--- src/rtl/rom_dl_pkg.sv ---
// Shared types and constants for the ROM download router and related loaders.
package rom_dl_pkg;

    typedef enum logic [1:0] {
        StIdle,
        StLoad,
        StHold,
        StReady
    } dl_state_e;

    localparam logic [26:0] GFX_BASE_DEFAULT = 27'h8000;
    localparam int unsigned BYTE_COUNT_W     = 17;
    localparam int unsigned CHECKSUM_W       = 16;

endpackage

--- src/rtl/wr_edge_detect.sv ---
// Registered rising-edge detector for an ioctl-style write request, gated by an enable.
module wr_edge_detect (
    input  logic clk_i,
    input  logic rst_i,
    input  logic wr_i,
    input  logic en_i,
    output logic edge_o
);

    logic wr_q;

    always_ff @(posedge clk_i or posedge rst_i) begin
        if (rst_i) begin
            wr_q <= 1'b0;
        end else begin
            wr_q <= wr_i;
        end
    end

    assign edge_o = wr_i & ~wr_q & en_i;

endmodule

--- src/rtl/rom_download_router.sv ---
// Routes the ioctl download byte stream to CPU/GFX ROM write ports, holds the CPU in reset
// until a load completes, and tracks byte count and checksum of the load.
module rom_download_router
    import rom_dl_pkg::*;
#(
    parameter int unsigned CPU_AW      = 15,
    parameter logic [26:0] GFX_BASE    = GFX_BASE_DEFAULT,
    parameter int unsigned GFX_AW      = 14,
    parameter int unsigned HOLD_CYCLES = 16
) (
    input  logic                    clk_sys,
    input  logic                    reset,
    input  logic                    ioctl_download,
    input  logic [26:0]             ioctl_addr,
    input  logic [7:0]              ioctl_dout,
    input  logic                    ioctl_wr,
    output logic [CPU_AW-1:0]       cpu_rom_addr,
    output logic [7:0]              cpu_rom_dout,
    output logic                    cpu_rom_wr,
    output logic [GFX_AW-1:0]       gfx_rom_addr,
    output logic [7:0]              gfx_rom_dout,
    output logic                    gfx_rom_wr,
    output logic                    cpu_hold,
    output logic                    rom_ready,
    output logic                    range_err,
    output logic [BYTE_COUNT_W-1:0] byte_count,
    output logic [CHECKSUM_W-1:0]   checksum
);

    localparam int unsigned HoldW    = (HOLD_CYCLES > 1) ? $clog2(HOLD_CYCLES) : 1;
    localparam logic [27:0] CpuLimit = 28'd1 << CPU_AW;
    localparam logic [27:0] GfxLo    = {1'b0, GFX_BASE};
    localparam logic [27:0] GfxHi    = GfxLo + (28'd1 << GFX_AW);

    logic wr_edge;

    wr_edge_detect u_wr_edge (
        .clk_i  (clk_sys),
        .rst_i  (reset),
        .wr_i   (ioctl_wr),
        .en_i   (ioctl_download),
        .edge_o (wr_edge)
    );

    // Region decode; CPU wins if the regions were ever configured to overlap.
    logic [27:0] addr_ext;
    logic        hit_cpu, hit_gfx, accept;

    assign addr_ext = {1'b0, ioctl_addr};
    assign hit_cpu  = addr_ext < CpuLimit;
    assign hit_gfx  = ~hit_cpu && (addr_ext >= GfxLo) && (addr_ext < GfxHi);
    assign accept   = wr_edge & (hit_cpu | hit_gfx);

    dl_state_e         state_q, state_d;
    logic [HoldW-1:0]  hold_cnt_q, hold_cnt_d;
    logic              load_entry;

    always_comb begin
        state_d    = state_q;
        hold_cnt_d = hold_cnt_q;
        unique case (state_q)
            StIdle: if (ioctl_download) state_d = StLoad;
            StLoad: begin
                if (!ioctl_download) begin
                    state_d    = StHold;
                    hold_cnt_d = HoldW'(HOLD_CYCLES - 1);
                end
            end
            StHold: begin
                if (ioctl_download) begin
                    state_d = StLoad;
                end else if (hold_cnt_q == '0) begin
                    state_d = StReady;
                end else begin
                    hold_cnt_d = hold_cnt_q - 1'b1;
                end
            end
            StReady: if (ioctl_download) state_d = StLoad;
            default: state_d = StIdle;
        endcase
    end

    assign load_entry = (state_d == StLoad) && (state_q != StLoad);

    logic [CPU_AW-1:0]       cpu_addr_d;
    logic [7:0]              cpu_dout_d, gfx_dout_d;
    logic [GFX_AW-1:0]       gfx_addr_d;
    logic                    cpu_wr_d, gfx_wr_d, range_err_d, range_err_base;
    logic [BYTE_COUNT_W-1:0] count_base, count_d;
    logic [CHECKSUM_W-1:0]   sum_base, sum_d;

    // Counters restart on load entry; a write arriving in that same cycle still counts.
    always_comb begin
        cpu_addr_d     = cpu_rom_addr;
        cpu_dout_d     = cpu_rom_dout;
        gfx_addr_d     = gfx_rom_addr;
        gfx_dout_d     = gfx_rom_dout;
        cpu_wr_d       = wr_edge & hit_cpu;
        gfx_wr_d       = wr_edge & hit_gfx;
        count_base     = load_entry ? '0 : byte_count;
        sum_base       = load_entry ? '0 : checksum;
        range_err_base = load_entry ? 1'b0 : range_err;
        count_d        = count_base;
        sum_d          = sum_base;
        range_err_d    = range_err_base | (wr_edge & ~hit_cpu & ~hit_gfx);
        if (cpu_wr_d) begin
            cpu_addr_d = ioctl_addr[CPU_AW-1:0];
            cpu_dout_d = ioctl_dout;
        end
        if (gfx_wr_d) begin
            gfx_addr_d = ioctl_addr[GFX_AW-1:0] - GFX_BASE[GFX_AW-1:0];
            gfx_dout_d = ioctl_dout;
        end
        if (accept) begin
            if (count_base != '1) count_d = count_base + 1'b1;
            sum_d = sum_base + {8'h00, ioctl_dout};
        end
    end

    always_ff @(posedge clk_sys or posedge reset) begin
        if (reset) begin
            state_q      <= StIdle;
            hold_cnt_q   <= '0;
            cpu_rom_addr <= '0;
            cpu_rom_dout <= '0;
            cpu_rom_wr   <= 1'b0;
            gfx_rom_addr <= '0;
            gfx_rom_dout <= '0;
            gfx_rom_wr   <= 1'b0;
            range_err    <= 1'b0;
            byte_count   <= '0;
            checksum     <= '0;
        end else begin
            state_q      <= state_d;
            hold_cnt_q   <= hold_cnt_d;
            cpu_rom_addr <= cpu_addr_d;
            cpu_rom_dout <= cpu_dout_d;
            cpu_rom_wr   <= cpu_wr_d;
            gfx_rom_addr <= gfx_addr_d;
            gfx_rom_dout <= gfx_dout_d;
            gfx_rom_wr   <= gfx_wr_d;
            range_err    <= range_err_d;
            byte_count   <= count_d;
            checksum     <= sum_d;
        end
    end

    assign cpu_hold  = (state_q != StReady);
    assign rom_ready = (state_q == StReady);

endmodule

--- config.mk ---
export PLATFORM = sky130hd
export DESIGN_NAME = rom_download_router
export DESIGN_NICKNAME = d
export VERILOG_FILES = /design/src/rtl/rom_dl_pkg.sv /design/src/rtl/wr_edge_detect.sv /design/src/rtl/rom_download_router.sv
export SDC_FILE = /design/constraint.sdc
export NUM_CORES = 1
export LEC_CHECK = 0
export BUFFER_PORTS_ARGS = -buffer_cell sky130_fd_sc_hd__buf_2
export CORE_ASPECT_RATIO = 0.6
export CORE_UTILIZATION = 45
export CTS_BUF_LIST = sky130_fd_sc_hd__clkbuf_2 sky130_fd_sc_hd__clkbuf_4 sky130_fd_sc_hd__clkbuf_8
export CTS_CLUSTER_DIAMETER = 40
export DETAILED_ROUTE_END_ITERATION = 16
export PLACE_DENSITY = 0.74
export SETUP_SLACK_MARGIN = 0.15
export SYNTH_ARGS = -nofsm -noshare
export SYNTH_HDL_FRONTEND = slang
export SYNTH_SLANG_ARGS = --single-unit
--- constraint.sdc ---
create_clock -name clk_sys -period 4.3 [get_ports clk_sys]
set_input_delay 0.86 -clock clk_sys [delete_from_list [all_inputs] [get_ports clk_sys]]
set_output_delay 0.86 -clock clk_sys [all_outputs]
set_load 0.05 [all_outputs]
==> flow_summary.ini <==
[logic_synthesis]
synth_area_leaders = dfrtp_1 (48%), mux2_2 (6.7%), mux2_1 (4.7%), ha_1 (3.6%), nand2_1 (2.3%)
synth_top_area_cell = dfrtp_1
synthTopCellsByCount = dfrtp_1 (88), nand2_1 (28), mux2_2 (27)
synth_area_sq_um = 4560
synth_fp_nets = 459
post-synth-top-count-cell = dfrtp_1
synth-edff-count = 0
postSynthCellCount = 406
ys_seq_area_share_pct = 48.2
async_flop_share_pct = 100
yosys_warnings = 0
syn_area_per_cell_sq_um = 11.2
synth-seq-cells = 88
ys.flop_type = dfrtp_1
netlist.area_leader.share_pct = 48.2
synth_cell_types = 61

[pwr]
power.density_nw_per_um2 = 339
power.total_w = 0.00186
peakVddDrop_v = 0.000185
p_leak_nw = 2.86

[critical_path]
slowest_delay_ns = 0.49
crit_type = reg2reg
cp_slowest_cell = o32ai_2
start_kind = register
crit_chain = inv_1, ha_1, and4bb_2, o31ai_1, nand2_2, and2_1, ha_1, inv_1, fa_1, nor2b_1, o31a_1, o32ai_2, or4_4, a21oi_2
crit_required_ns = 4.53
arrival_ns = 4.03
cp_max_fo = 17
end_kind = register
worstRegToRegCells = 14

[detailed_routing]
drtAntennaViolNets = 0
via_count = 3692
drt-initial-drc-count = 232
wl_per_cell_um = 16.4
avgViaCountPerCell = 5.52
drc_errors = 0
drt-pass1-iter-count = 4
drt_wl_total_um = 10900

[die]
die_w_um = 132
dieArea_sq_um = 10600
core_sq_um = 9840
initial_core_util_pct = 46.4
fp-row-count = 28
ios = 122
chipHeight_um = 80.0

[sta]
setup_viol_count_final = 0
worst_slew_pin_slew_ns = 0.823
maxSlewViolCount = 0
timing.hold.ws_ns = 0.457
rsz0062_at_grt = no
fin_crit_sh_pct = 88.5
max_freq_ghz = 0.263
relSlewSlack_pct = 45.1
clock_skew_ns = 0.00971
min_period_ns = 3.81
setup_tns_ns = 0
hold_violations = 0

[final_layout]
insertedDiodeCount = 0
nets = 582
finalNonFillerCells = 669
fin_util_pct = 55.8
drive_gt1_share_pct = 35.6
syn2layout_area_growth_pct = 20.3

[clock_network]
cts_buffer_depth = 2
htree_levels = 3
clk_pin_slew_worst_paths_ns = 0.09
cts.repair.resized = 0
numCtsBuffers = 9
insertion_delay_ns = 0.36
cts.sinks = 88
clockRootBuffer = clkbuf_8
cts_setup_buffers = 0
ctsHoldBuffers = 0
cts_tree = done

[global_routing]
grt_pass1_vias = 3677
grt_use_total_pct = 22.5
antenna_found_initial = 0
grt_pass1_wl_um = 18500
grt_max_degree = 65
grt_overflow = 0

[flow_run]
max_cap_viol_count = 0

[status]
status = finished clean

[placed_design]
dpl.hpwl_um = 7950
place_congestion = 0.830
port-buffer-count = 121
place_inst = 653

[min_path]
hold_path.class = in2async
==> logic make-up (layout without fill, tap and decap cells) <==
kind of cell	count (synthesis)	count (layout)	synth area share [%]
AND/OR/NAND/NOR	136	136	18.0
AO/OA/AOI/OAI	82	82	13.3
multiplexers	50	50	12.2
buffers and inverters	32	160	3.45
flip-flops	88	88	48.2
XOR/XNOR	4	4	0.768
adder cells (fa/ha/maj)	14	14	4.00
==> metal layers <==
layer | share of wire, % | global-route usage (%) | vias to the layer above | wire (um)
met1 | 47 | 29.8 | 1797 | 5170
met4 | 0.55 | 5.93 | 0 | 60
met3 | 8.3 | 8.57 | 5 | 903
met2 | 44 | 34.5 | 124 | 4810
met5 | 0 | 0 | - | 0
li1 | - | - | 1766 | -
==> path summary, 6_finish.rpt <==
kind | startpoint | end | slack (ns)
hold reg to reg | gfx_rom_dout[4]$_DFFE_PP0P_ | gfx_rom_dout[4]$_DFFE_PP0P_ | 0.49
setup / recovery | state_q[0]$_DFF_PP0_ | checksum[12]$_DFF_PP0_ | 0.49
min in group clk_sys | gfx_rom_dout[4]$_DFFE_PP0P_ | gfx_rom_dout[4]$_DFFE_PP0P_ | 0.49
max in group asynchronous | reset | hold_cnt_q[3]$_DFFE_PP0P_ | 2.67
hold / removal | reset | cpu_rom_addr[13]$_DFFE_PP0P_ | 0.46
setup reg to reg | state_q[0]$_DFF_PP0_ | checksum[12]$_DFF_PP0_ | 0.49
==> power by group <==
| part | internal, W | switching (W) | leakage [nW] | total (W) |
|---|---|---|---|---|
| Combinational | 0.000117 | 0.000291 | 1.56 | 0.000408 |
| Clock | 0.000278 | 0.000304 | 0.0967 | 0.000582 |
| Sequential | 0.000850 | 0.0000213 | 1.20 | 0.000872 |
| Total | 0.00125 | 0.000616 | 2.86 | 0.00186 |
==> worst max-delay path, delay by kind of cell, from the launching register on <==
kind | cells | cell delay, ns
compound gates | 4 | 1.20
simple gates | 5 | 1.17
fa+ha+maj | 3 | 0.73
flops | 1 | 0.41
buf+inv | 2 | 0.15
==> registers in the layout, summed over array words and instances, names as in the netlist, 2 cells and up <==
register and flops:
byte_count 17, gfx_rom_dout 8, state_q 2, cpu_rom_addr 15, gfx_rom_addr 14, cpu_rom_dout 8, checksum 16, hold_cnt_q 4
==> area by class of cell <==
class                   instances  area [sq um]
fillers                       877          4350
multi-input cells             286          2210
flip-flops and latches         88          2200
repair buffers                127           651
well taps                     135           169
clock buffers                  10           131
clock inverters                 6          67.6
inverters                      17          65.1
==> through the flow <==
| step | setup slack [ns] | instance area, sq um |
|---|---|---|
| global route | 0.215 | 5490 |
| floorplan | 0.862 | 4560 |
| CTS | 0.396 | 5490 |
| global placement | 0.613 | 5290 |
| detailed placement | 0.413 | 5290 |
| finish | 0.493 | 5490 |
==> layout by cell type, fill, tap and decap left out, drive strengths merged, types with 11 or more instances in the layout <==
cell type,count
nand4,11
a21oi,15
mux2,46
dfrtp,88
and2,13
o21ai,11
nand3,15
buf,127
inv,18
nand2,29
nor2,24
ha,13
Note: power is estimated with default switching activity, not from simulation.
